===== src/rtl/frame_minmax_tracker.sv =====
// Per-frame running max/min (with in-frame indices) over a valid/ready sample stream.
// Optional FRAME_MINMAX_TIE_LAST_EN: ties move the index to the latest occurrence.
module frame_minmax_tracker #(
  parameter int unsigned WIDTH     = 8,
  parameter int unsigned FRAME_LEN = 16,
  localparam int unsigned IDX_W    = (FRAME_LEN > 1) ? $clog2(FRAME_LEN) : 1
) (
  input  logic             clk,
  input  logic             rst,
  input  logic             clear,
  input  logic             in_valid,
  output logic             in_ready,
  input  logic [WIDTH-1:0] in_data,
  output logic             out_valid,
  input  logic             out_ready,
  output logic [WIDTH-1:0] out_max,
  output logic [WIDTH-1:0] out_min,
  output logic [IDX_W-1:0] out_max_idx,
  output logic [IDX_W-1:0] out_min_idx
);

  localparam int unsigned CNT_W = $clog2(FRAME_LEN + 1);

  typedef enum logic [1:0] {
    IDLE = 2'd0,
    ACC  = 2'd1,
    HOLD = 2'd2
  } state_t;

  state_t             r_state;
  logic [CNT_W-1:0]   r_cnt;
  logic [WIDTH-1:0]   r_max;
  logic [WIDTH-1:0]   r_min;
  logic [IDX_W-1:0]   r_max_idx;
  logic [IDX_W-1:0]   r_min_idx;
  logic               r_out_valid;

  logic               w_max_upd;
  logic               w_min_upd;
  logic [CNT_W-1:0]   w_cnt_nxt;
  logic               w_last;

  always_comb begin
`ifdef FRAME_MINMAX_TIE_LAST_EN
    w_max_upd = (in_data >= r_max);
    w_min_upd = (in_data <= r_min);
`else
    w_max_upd = (in_data > r_max);
    w_min_upd = (in_data < r_min);
`endif
    w_cnt_nxt = r_cnt + CNT_W'(1);
    w_last    = (w_cnt_nxt == CNT_W'(FRAME_LEN));
  end

  // out_valid is kept as its own flop so it is glitch-free to the consumer; it tracks HOLD exactly.
  always_ff @(posedge clk or posedge rst) begin
    if (rst) begin
      r_state     <= IDLE;
      r_cnt       <= '0;
      r_max       <= '0;
      r_min       <= '0;
      r_max_idx   <= '0;
      r_min_idx   <= '0;
      r_out_valid <= 1'b0;
    end else if (clear) begin
      r_state     <= IDLE;
      r_cnt       <= '0;
      r_out_valid <= 1'b0;
    end else begin
      case (r_state)
        IDLE: begin
          if (in_valid) begin
            r_max     <= in_data;
            r_min     <= in_data;
            r_max_idx <= '0;
            r_min_idx <= '0;
            r_cnt     <= CNT_W'(1);
            if (FRAME_LEN == 1) begin
              r_state     <= HOLD;
              r_out_valid <= 1'b1;
            end else begin
              r_state <= ACC;
            end
          end
        end
        ACC: begin
          if (in_valid) begin
            if (w_max_upd) begin
              r_max     <= in_data;
              r_max_idx <= IDX_W'(r_cnt);
            end
            if (w_min_upd) begin
              r_min     <= in_data;
              r_min_idx <= IDX_W'(r_cnt);
            end
            r_cnt <= w_cnt_nxt;
            if (w_last) begin
              r_state     <= HOLD;
              r_out_valid <= 1'b1;
            end
          end
        end
        HOLD: begin
          if (out_ready) begin
            r_state     <= IDLE;
            r_cnt       <= '0;
            r_out_valid <= 1'b0;
          end
        end
        default: begin
          r_state     <= IDLE;
          r_cnt       <= '0;
          r_out_valid <= 1'b0;
        end
      endcase
    end
  end

  assign in_ready    = (r_state != HOLD);
  assign out_valid   = r_out_valid;
  assign out_max     = r_max;
  assign out_min     = r_min;
  assign out_max_idx = r_max_idx;
  assign out_min_idx = r_min_idx;

endmodule

===== config.mk =====
export PLATFORM = sky130hd
export DESIGN_NAME = frame_minmax_tracker
export DESIGN_NICKNAME = d
export VERILOG_FILES = /design/src/rtl/frame_minmax_tracker.sv
export SDC_FILE = /design/constraint.sdc
export NUM_CORES = 1
export LEC_CHECK = 0
export BUFFER_PORTS_ARGS = -buffer_cell sky130_fd_sc_hd__buf_2
export CAP_MARGIN = 20
export CORE_ASPECT_RATIO = 1.4
export CORE_UTILIZATION = 29
export DETAILED_ROUTE_END_ITERATION = 10
export PLACE_DENSITY = 0.57
export SYNTH_ARGS = -nofsm -noshare
export SYNTH_HDL_FRONTEND = slang
export SYNTH_SLANG_ARGS = --single-unit

===== constraint.sdc =====
create_clock -name clk -period 4.8 [get_ports clk]
set_input_delay 0.48 -clock clk [delete_from_list [all_inputs] [get_ports clk]]
set_output_delay 0.48 -clock clk [all_outputs]
set_load 0.01 [all_outputs]

==> metrics.md <==
| Metric | Value |
|---|---|
| Critical path fanouts, max | 7 |
| Sequential-to-total area share from yosys stat | 0.457 |
| 1st-iter DRT viols | 71 |
| Fin crit period | 2.47 ns |
| GRT overflow | 0 |
| DP HPWL | 2750 um |
| Drt via density | 4.83 |
| Leak pwr | 1.11 nW |
| Global-route met1 utilization | 0.152 |
| Post-Route Utilization | 0.361 |
| Max cap viols | 0 |
| Worst ir drop on vdd | 0.156 mV |
| Setup TNS | 0 ns |
| Share of the synthesized area in the top cell type | 0.457 |
| Synthesis Warnings | 0 |
| Drt total wl | 3720 um |
| Post-CTS sizing | 0 |
| Critical path's slowest cell | a21oi_1 |
| Die ar. | 6360 sq um |
| Worst R2R Start | out_max[1] |
| Die outline height | 94.0 um |
| H-tree depth | 2 |
| Largest net degree at the start of global routing | 33 |
| CTS hold repair buffers | 0 |
| IO Pins | 39 |
| Grt met2 use | 0.209 |
| Final period utilization | 0.516 |
| Post-synthesis sequential element count | 32 |
| Cells on worst reg2reg path | 9 |
| Slew Limit Headroom | 0.403 |
| Clock power share | 0.272 |
| Critical path, cell by cell | inv_1 > ha_1 > nor2b_1 > o211ai_1 > a21oi_1 > o32ai_2 > a21oi_1 > buf_4 > mux2_2 |
| Final Hold Fails | 0 |
| Internal power | 0.000546 W |
| WL/cell | 13.6 um |
| Antenna-violating nets left | 0 |
| Gr busiest metal | met2 |
| Avg Inst Size Synth | 11.1 sq um |
| Critical Path Sink Type | flip-flop |
| Area Overhead vs Synth | 20.8% |
| Reg-to-reg slack, setup | 2.33 ns |
| Tot GR Track Use | 0.127 |
| Flop pwr share | 0.425 |
| Worst endpoint required time | 4.97 ns |
| Logic pwr share | 0.303 |
| TritonCTS clock tree | yes |
| First-pass GRT wire length | 5910 um |
| Crit Path Category | reg -> reg |
| Worst path most repeated cell | a21oi_1 |
| Fmax | 0.404 GHz |
| Commonest cells after routing, fill and taps aside | buf_2 (38), dfrtp_1 (32), inv_1 (20), ha_1 (16), mux2_2 (10) |
| Most common cell after layout, fill and taps aside | buf_2 |
| Clock sink count | 32 |
| Worst Path Arrival | 2.65 ns |
| Vias | 1319 |
| Sw Ratio | 0.321 |
| Hold WC Path Type | in -> async |
| CP peak stage delay | 0.53 ns |
| DR DRC count | 0 |
| Clk pin slew, worst setup/hold paths | 0.07 ns |
| Share of cells above drive strength 1 | 0.365 |
| Top post-synthesis cells by area | dfrtp_1 (46%), ha_1 (11%), mux2_2 (6.4%) |
| Nets | 231 |
| Hold slack final | 0.272 ns |
| Ant. Diodes | 0 |
| Synthesized cell area | 1750 sq um |
| Mapped Cells | 158 |
| Placer Congestion | 0.713 |
| RR Endpoint | out_max[7] |
| Clock tree buffer depth | 2 |
| Clk_lat worst skew | 0.28 ns |
| GR met3 Demand/Resource | 0.0352 |
| Number of distinct library cells after synthesis | 36 |
| CTS Buf Count | 5 |
| Initial antenna violation count | 0 |
| Critical Path Start Type | flip-flop |
| Syn_nets | 187 |
| Worst Skew | 0.00109 ns |
| Filler cells | 617 |
| Port Buffers | 38 |
| Pwr dens | 380 nW/um^2 |
| Root Driver | clkbuf_8 |
| Die W | 67.7 um |
| Status | finished clean |
| Num rows | 33 |
| Core area | 5860 sq um |
| Vias in the first global route | 1276 |
| RSZ-0062 raised after global routing | no |
| Initial Utilization | 0.299 |
| Switching power | 0.000258 W |
| Synth area leader | dfrtp_1 |
| Drt first pass iters | 4 |
| Setup Fix Bufs, Post-CTS | 0 |
| Worst-Margin Slew | 0.896 ns |
| Setup-failing EPs final | 0 |
| Final Slew Violations | 0 |
state kept, by name, indices dropped and copies added, names as in the netlist:
| signal | cells |
|---|---|
| out_max | 8 |
| out_min | 8 |
| r_cnt | 5 |
| out_max_idx | 4 |
| out_min_idx | 4 |
| r_state | 2 |
| out_valid | 1 |
how the worst max path moves through the flow:
stage,from,to,slack [ns],depth (start not counted)
final,out_max[1],out_max[7],2.33,9
after global routing,out_max[1],out_max[7],2.19,9
after CTS,out_max[1],out_max[7],2.16,8
after detailed placement,in_data[1],out_max[7],1.97,8
after global placement,in_data[1],out_max[1],2.01,8
after floorplan,in_data[1],out_max[0],2.68,8
power groups by stage:
stage | Combinational, W | Sequential, W | Clock (W)
3_3_place_gp | 0.000245 | 0.000345 | 0
3_5_place_dp | 0.000246 | 0.000347 | 0
4_1_cts | 0.000247 | 0.000343 | 0.000225
5_1_grt | 0.000275 | 0.000348 | 0.000238
2_1_floorplan | 0.000153 | 0.000359 | 0
6_report | 0.000243 | 0.000342 | 0.000219
final cells by class:
type / count / area (sq um) / area share
multi-input combinational: 103 / 857 / 0.405
sequential: 32 / 801 / 0.378
timing repair buffer: 40 / 205 / 0.0969
tap: 70 / 87.6 / 0.0413
clock buffer: 6 / 82.6 / 0.0390
inverter: 20 / 75.1 / 0.0354
clock inverter: 2 / 10.0 / 0.00473
Yosys cell counts:
master and number:
nand3_1 3, inv_1 20, nand2b_1 2, and2_2 2, and3_1 1, mux2_2 10
a22o_2 3, ha_1 16, mux2_4 6, and2_1 1, nor3_1 1, nor2b_1 2
a21o_1 5, nor2_1 9, xor2_1 1, dfrtp_1 32, nand2_1 8, buf_2 1
o211ai_1 1, o22ai_1 1, o31ai_1 2, o32ai_2 1, o2bb2ai_1 3, a22o_1 2
a21o_2 1, nand4b_1 1, a21oi_1 6, o21ai_0 5, nand4_1 3, a211o_1 1
nor3_2 1, clkbuf_1 1, a21oi_2 2, buf_6 1, o22a_1 2, a211oi_1 1
worst max-delay path: cells and delay by family, from the launching register on:
kind                     cells  cell delay [ns]
AO/OA/AOI/OAI                4             0.91
adder cells (fa/ha/maj)      1             0.28
buffers and inverters        2             0.33
flip-flops                   1             0.37
multiplexers                 1             0.34
AND/OR/NAND/NOR              1             0.13
kinds of logic (layout without fill, tap and decap cells):
kind of cell             Yosys count  after routing  share of synthesized area
flip-flops                        32             32                      0.457
AND/OR/NAND/NOR                   34             34                     0.0992
AO/OA/AOI/OAI                     36             36                      0.155
buffers and inverters             23             68                     0.0542
multiplexers                      16             16                      0.116
adder cells (fa/ha/maj)           16             16                      0.114
XOR/XNOR                           1              1                    0.00500
metrics by stage:
stage,cells,total power (W),area (sq um),setup slack (ns)
after floorplan,158,0.000512,1750,2.68
after global placement,264,0.000590,2020,2.01
after detailed placement,264,0.000593,2020,1.97
after CTS,272,0.000814,2110,2.16
after global routing,273,0.000860,2120,2.19
final,273,0.000804,2120,2.33
per-layer routing:
metal | up-vias | share of wire
li1 | 649 | -
met1 | 635 | 0.46
met3 | 5 | 0.038
met2 | 30 | 0.48
met5 | - | 0
met4 | 0 | 0.017
(Power assumes the default switching activity.)
